## src/rtl/pipe_pulse_scheduler.sv

```systemverilog
`default_nettype none
// ============================================================================
//  Module      : pipe_pulse_scheduler
//  Description : Round-robin launcher for a shared pulse pipeline with launch
//                spacing, in-flight cap and in-order ID return.
//  Revision    : 1.0 - initial release
// ============================================================================
module pipe_pulse_scheduler #(
    parameter int NREQ         = 4,
    parameter int IDW          = 2,
    parameter int MIN_GAP      = 2,
    parameter int MAX_INFLIGHT = 4,
    parameter int CNTW         = 3
) (
    input  logic            clk,
    input  logic            rst_n,
    input  logic            en,
    input  logic [NREQ-1:0] req,
    output logic [NREQ-1:0] gnt,
    output logic            launch,
    input  logic            pipe_done,
    output logic            done,
    output logic [IDW-1:0]  done_id,
    output logic [CNTW-1:0] inflight,
    output logic            busy,
    output logic            err_unexp
);

    localparam int c_GAP_W  = (MIN_GAP > 1) ? $clog2(MIN_GAP) : 1;
    localparam int c_FIFO_W = (MAX_INFLIGHT > 1) ? $clog2(MAX_INFLIGHT) : 1;

    logic [IDW-1:0]      r_ptr;
    logic [c_GAP_W-1:0]  r_gap;
    logic [CNTW-1:0]     r_inflight;
    logic [IDW-1:0]      r_fifo [MAX_INFLIGHT];
    logic [c_FIFO_W-1:0] r_wr;
    logic [c_FIFO_W-1:0] r_rd;
    logic [NREQ-1:0]     r_gnt;
    logic                r_launch;
    logic                r_done;
    logic [IDW-1:0]      r_done_id;
    logic                r_busy;
    logic                r_err;

    logic                w_found;
    logic [IDW-1:0]      w_win;
    logic                w_grant;
    logic                w_pop;
    logic [CNTW-1:0]     w_inflight_nxt;

    // Scan from the pointer upward with wrap; first set request wins.
    always_comb begin
        int v_idx;
        w_found = 1'b0;
        w_win   = '0;
        v_idx   = 0;
        for (int k = 0; k < NREQ; k++) begin
            v_idx = int'(r_ptr) + k;
            if (v_idx >= NREQ) begin
                v_idx = v_idx - NREQ;
            end
            if (!w_found && req[v_idx]) begin
                w_found = 1'b1;
                w_win   = IDW'(v_idx);
            end
        end
    end

    // Full check sees the registered count, so a same-cycle pop cannot unblock.
    assign w_grant = en && (r_gap == '0) && (r_inflight < CNTW'(MAX_INFLIGHT)) && w_found;
    assign w_pop   = pipe_done && (r_inflight != '0);

    always_comb begin
        w_inflight_nxt = r_inflight;
        case ({w_grant, w_pop})
            2'b10:   w_inflight_nxt = r_inflight + CNTW'(1);
            2'b01:   w_inflight_nxt = r_inflight - CNTW'(1);
            default: w_inflight_nxt = r_inflight;
        endcase
    end

    always_ff @(posedge clk or negedge rst_n) begin
        if (!rst_n) begin
            r_ptr      <= '0;
            r_gap      <= '0;
            r_inflight <= '0;
            r_wr       <= '0;
            r_rd       <= '0;
            r_gnt      <= '0;
            r_launch   <= 1'b0;
            r_done     <= 1'b0;
            r_done_id  <= '0;
            r_busy     <= 1'b0;
            r_err      <= 1'b0;
        end else begin
            r_launch   <= w_grant;
            r_gnt      <= w_grant ? (NREQ'(1) << w_win) : '0;
            r_done     <= w_pop;
            r_done_id  <= w_pop ? r_fifo[r_rd] : '0;
            r_inflight <= w_inflight_nxt;
            r_busy     <= (w_inflight_nxt != '0);
            if (pipe_done && (r_inflight == '0)) begin
                r_err <= 1'b1;
            end
            if (w_grant) begin
                r_ptr <= (w_win == IDW'(NREQ-1)) ? '0 : w_win + IDW'(1);
                r_gap <= c_GAP_W'(MIN_GAP-1);
                r_wr  <= (r_wr == c_FIFO_W'(MAX_INFLIGHT-1)) ? '0 : r_wr + c_FIFO_W'(1);
            end else if (r_gap != '0) begin
                r_gap <= r_gap - c_GAP_W'(1);
            end
            if (w_pop) begin
                r_rd <= (r_rd == c_FIFO_W'(MAX_INFLIGHT-1)) ? '0 : r_rd + c_FIFO_W'(1);
            end
        end
    end

    // ID storage needs no reset: emptiness is tracked by the pointers and count.
    always_ff @(posedge clk) begin
        if (w_grant) begin
            r_fifo[r_wr] <= w_win;
        end
    end

    assign gnt       = r_gnt;
    assign launch    = r_launch;
    assign done      = r_done;
    assign done_id   = r_done_id;
    assign inflight  = r_inflight;
    assign busy      = r_busy;
    assign err_unexp = r_err;

endmodule
`default_nettype wire

```

## config.mk

```make
export PLATFORM = sky130hd
export DESIGN_NAME = pipe_pulse_scheduler
export DESIGN_NICKNAME = d
export VERILOG_FILES = /design/src/rtl/pipe_pulse_scheduler.sv
export SDC_FILE = /design/constraint.sdc
export NUM_CORES = 1
export LEC_CHECK = 0
export BUFFER_PORTS_ARGS = -buffer_cell sky130_fd_sc_hd__buf_2
export CAP_MARGIN = 30
export CORE_MARGIN = 4
export CORE_UTILIZATION = 54
export DETAILED_ROUTE_END_ITERATION = 12
export GPL_TIMING_DRIVEN = 0
export MAX_ROUTING_LAYER = met4
export PLACE_DENSITY = 0.8
export SYNTH_ARGS = -nofsm -noshare
export SYNTH_HDL_FRONTEND = slang
export SYNTH_SLANG_ARGS = --single-unit
```

## constraint.sdc

```tcl
create_clock -name clk -period 2.5 [get_ports clk]
set_input_delay 0.25 -clock clk [delete_from_list [all_inputs] [get_ports clk]]
set_output_delay 0.25 -clock clk [all_outputs]
set_load 0.05 [all_outputs]
```

======== After elaboration in Yosys (flattened, before gate mapping) ========
Memory sizes are Yosys's and may differ from the RTL's.
Index checks and enable logic that the tools add are counted.
storage, ports and cells
  logic and storage cells ................. 89
  RAM bits ................................ 8
  flip-flop bits (word level) ............. 20
  output and inout bits ................... 13
  memories kept ........................... 1
  input bits .............................. 8
memory list
  memory  depth  width  rd ports  clocked after Yosys merged registers in  write ports  line  source
  r_fifo  4      2      1         0                                        1            35    logic [IDW-1:0] r_fifo [MAX_INFLIGHT];
cells by class
  eq/ne operators ......................... 5
  reduce and logical (&&, ||, !) cells .... 14
  bitwise logic cells ..................... 1
  order comparisons ....................... 9
  multiplexer cells ....................... 34
  add/sub/neg operators ................... 13
  shift-type cells ........................ 1
operator list
  kind                                                                           count
  32-bit by 4-bit less-than comparator with 1-bit output, second input constant  4
  32-bit two-way mux                                                             4
  1-bit two-way mux                                                              16
  2-bit two-way mux                                                              8
  3-bit by 3-bit subtractor with 4-bit output, second input constant             3
  3-bit >= comparator, second input constant                                     3
  1-bit binary-select mux with 2-bit select                                      4
  2-bit equality test, second input constant                                     4
  1-bit logical AND                                                              8
  2-bit by 1-bit adder with 2-bit output, second input constant                  3
  2-bit by 2-bit adder with 3-bit output, second input constant                  2
  3-bit case mux with 2 select lines                                             1
  3-bit nonzero test                                                             2
  4-bit two-way mux                                                              1
  1-bit by 2-bit << shifter with 4-bit output, first input constant              1
  2-bit by 3-bit subtractor with 4-bit output, second input constant             1
  2-bit by 1-bit adder with 3-bit output, second input constant                  1
  3-bit by 1-bit adder with 3-bit output, second input constant                  1
  2-bit by 3-bit >= comparator with 1-bit output, second input constant          1
  1-bit logical NOT                                                              3
  3-bit logical NOT                                                              1
  3-bit less-than comparator, second input constant                              1
  3-bit by 1-bit subtractor with 3-bit output, second input constant             1
  2-bit by 1-bit equality test with 1-bit output, second input constant          1
  2 further kinds                                                                2

======== Logic depth before layout (Yosys ltp) ========
  depth after elaboration ................. 19
  depth in mapped cells ................... 10
  gate-level depth less buffers ........... 10

======== Least setup slack after synthesis ========
No wires, ideal clock.
  path kind ............................... register to register
  start point ............................. register r_inflight[1] (netlist: inflight[1])
  end point ............................... register r_busy (netlist: busy)
  data required time ...................... 2.369 ns
  slack ................................... 0.078 ns
  period minus slack after synthesis ...... 2.422 ns
  arrival time ............................ 2.291 ns
  path buffers ............................ 0
  cell stages (with the launch flop) ...... 11
  library setup time ...................... 0.131 ns
  cell sequence ........................... dfrtp_1 -> nor3_1 -> nand2b_1 -> inv_1 -> ha_1 -> inv_1 -> fa_1 -> xor2_1 -> nor2_1 -> xor2_1 -> or3_1
between the ends
  elaborated cells on any way between the ends .. 11
  those cells by class .................... add/sub (2); order compare (1); eq/ne (2); mux (1); reduce/logical (5)
RTL lines
  what                                                                                   line  source
  start: declaration                                                                     34    logic [CNTW-1:0] r_inflight;
  start signal: assignment                                                               100   r_inflight <= w_inflight_nxt;
  3-bit nonzero test (*)                                                                 71    assign w_pop = pipe_done && (r_inflight != '0);
  1-bit logical AND (*)                                                                  71
  named net w_pop                                                                        48    logic w_pop;
  2-bit by 1-bit equality test with 1-bit output or 2-bit equality test (tied branches)  75    case ({w_grant, w_pop})
  3-bit case mux with 2 select lines (*)                                                 75
  named net w_inflight_nxt[2]                                                            49    logic [CNTW-1:0] w_inflight_nxt;
  3-bit nonzero test (*)                                                                 101   r_busy <= (w_inflight_nxt != '0);
  end signal: assignment                                                                 101
  end: declaration                                                                       42    logic r_busy;
Mark *: on every way through the listed nets, which the timed path passes. The rest lies on a longest branch.
A chain may end at the register's enable or synchronous reset.

======== Worst setup path in the final report ========
Same ends and word-level chain as after synthesis.

==> results_dict.tcl <==
set metrics [dict create \
    p_total_mw 1.69 \
    grt_pass1_vias 768 \
    numClockSinks 27 \
    syn_inst 95 \
    clkTransAtPathRegs_ps 140 \
    grt_setup_unrepaired "false" \
    synth-edff-count 8 \
    diodes 0 \
    hpwl_um 1470 \
    max_cap_viol_count 0 \
    leakagePower_nw 0.682 \
    synth_ff_type "dfrtp_1" \
    worstHoldStart "pipe_done" \
    crit_start "inflight[1]" \
    setup_tns_ps 0 \
    vias_per_cell 5.16 \
    overflow 0 \
    maxSlewViolCount 0 \
    drc 0 \
    die_x_um 56.1 \
    gp_congestion 0.737 \
    port_buffers 20 \
    ys_types 31 \
    min_period_ps 2290 \
    cts_made_buffers 3 \
    layout-drive-gt1-share_pct 26.7 \
    cts_max_level 1 \
    cts_tree "done" \
    skew_ps 4.01 \
    syn_area_um2 1250 \
    yosysSeqAreaShare_pct 57.3 \
    first_iter_violations 11 \
    worst_path_largest_cell_delay_ps 440 \
    placed_cells 143 \
    crit_arrival_ps 2500 \
    synth.most_common_cell "dfrtp_1" \
    grt_usage_pct 14.5 \
    irDropWorstVdd_mv 0.827 \
    syn_to_final_growth_pct 13.8 \
    firstDrtPassIters 4 \
    finalCritPeriodShare_pct 91.7 \
    cts-root-buf "clkbuf_4" \
    clk_latency_ps 320 \
    nets 140 \
    initial_core_util_pct 56.5 \
    row_count 17 \
    grt_max_degree 20 \
    antenna_found_initial 0 \
    finalHoldViolCount 0 \
    reg2reg_slack_ps 210 \
    fin_util_pct 64.3 \
    yosys_warnings 0 \
    stdcell_count 148 \
    multi_input_area_um2 477 \
    grt_pass1_wl_um 3440 \
    yosys-top-cells-area "dfrtp_1 38%, edfxtp_1 19%, ha_1 10%" \
    cp_max_fo 6 \
    status "completed" \
    synthArstFlopShare_pct 70.4 \
    min_path_type "in -> reg" \
    crit_type "reg -> reg" \
    ios 21 \
    worstSetupStartpointType "flop" \
    synth.top_cells.by_count "19 x dfrtp_1, 11 x inv_1, 10 x ha_1" \
    cpMaxStageDelayCell "dfrtp_1" \
    worst_pin_slew_ps 449 \
    whs_ps 144 \
    yosys.area.top_type "dfrtp_1" \
    powerDensity_nw_per_um2 1190 \
    ant_nets 0 \
    wl_per_cell_um 12.8 \
    num-fill-cells 188 \
    setup_viol 0 \
    die_area_um2 3150 \
    timing.rr.start "inflight[1]" \
    syn_nets 114 \
    avgSynthCellArea_um2 13.2 \
    die_h_um 56.1 \
    crit_chain "nor3_1 > nand2b_1 > inv_1 > ha_1 > inv_1 > fa_1 > xor2_1 > nor2_1 > xor2_1 > or3_1" \
    vias 763 \
    cts_buffer_depth 2 \
    crit_required_ps 2710 \
    ys_ff_latch 27 \
    timing.slew.headroom_pct 69.8 \
    timing.fmax_mhz 436 \
    register_area_um2 716 \
    netlist.area_leader.share_pct 38.0 \
    core_area_um2 2210 \
    wirelength_um 1900 \
    end_kind "flop" \
]
per-stage QoR:
| step | setup WS, ps | instance area, µm² |
|---|---|---|
| after floorplan | 77.6 | 1250 |
| after global placement | 64.3 | 1390 |
| after detailed placement | 26.7 | 1390 |
| after CTS | 195 | 1420 |
| after global routing | 10.1 | 1420 |
| final | 208 | 1420 |
cells by family (layout without fill, tap and decap cells):
family / count (synthesis) / in the layout / share of synthesized area, %
fa+ha+maj: 11 / 11 / 11.6
flops: 27 / 27 / 57.3
mux: 3 / 3 / 4.50
buf+inv: 13 / 38 / 4.60
compound gates: 14 / 14 / 8.21
simple gates: 24 / 24 / 11.7
xor+xnor: 3 / 3 / 2.10
power breakdown:
part	switching [mW]	internal [mW]
clock network	0.123	0.0599
logic	0.518	0.290
registers	0.0949	0.606
state kept, by name (all words and copies together), names as in the netlist, 2 cells and up:
name,count
inflight,3
r_rd,2
r_wr,2
r_ptr,2
r_fifo,8
gnt,4
done_id,2
critical path, delay by kind of cell (launching register included):
kind	cells	cell delay, ps
buffers and inverters	2	160
and+or+nand+nor	4	900
adders and majority gates	2	390
xor gates and xnor gates	2	290
DFF	1	440
path summary, 6_finish.rpt:
check | end | depth (start not counted)
max in group asynchronous | r_ptr[1] | 2
hold / removal | err_unexp | 2
min in group asynchronous | done_id[0] | 2
setup / recovery | busy | 10
setup reg to reg | busy | 10
hold reg to reg | err_unexp | 1
layout make-up:
cell class | count | share of cell area, %
buffer | 1 | 0.792
clock buffer | 3 | 1.58
clock inverter | 1 | 0.352
inverter | 12 | 3.25
multi-input combinational | 55 | 33.5
sequential | 27 | 50.3
tap | 28 | 2.46
timing repair buffer | 21 | 7.74
routing by layer:
layer  vias up  wire length [µm]  part of all wire [%]  track usage, %
met4         0                12                  0.63            7.12
met3         2               105                   5.5            2.32
met2        22               976                    51            24.0
li1        375                 -                     -               -
met5         -                 0                     0               -
met1       364               806                    42            17.2
cells in the final DEF (no fill, tap or decap), types with 2 or more instances in the layout:
master	Yosys	final
clkbuf_4	0	3
ha_1	10	10
nor2_1	2	2
a221oi_1	2	2
a21oi_1	2	2
dfrtp_1	19	19
inv_1	11	11
clkinv_2	1	2
nor2b_1	2	2
nand2_1	2	2
mux4_2	2	2
or3_1	2	2
xor2_1	2	2
nor3_1	2	2
and2_1	8	8
o21ai_0	2	2
a21o_1	2	2
edfxtp_1	8	8
buf_2	0	20
nand2b_1	3	3
timing repair:
action	CTS	global route
endpoints found under the setup margin	0	0
hold endpoints to repair	19	0
resized for setup	0	0
buffers inserted	0	0
hold buffers	1	0
No activity file was read; power rests on OpenSTA's default activity.
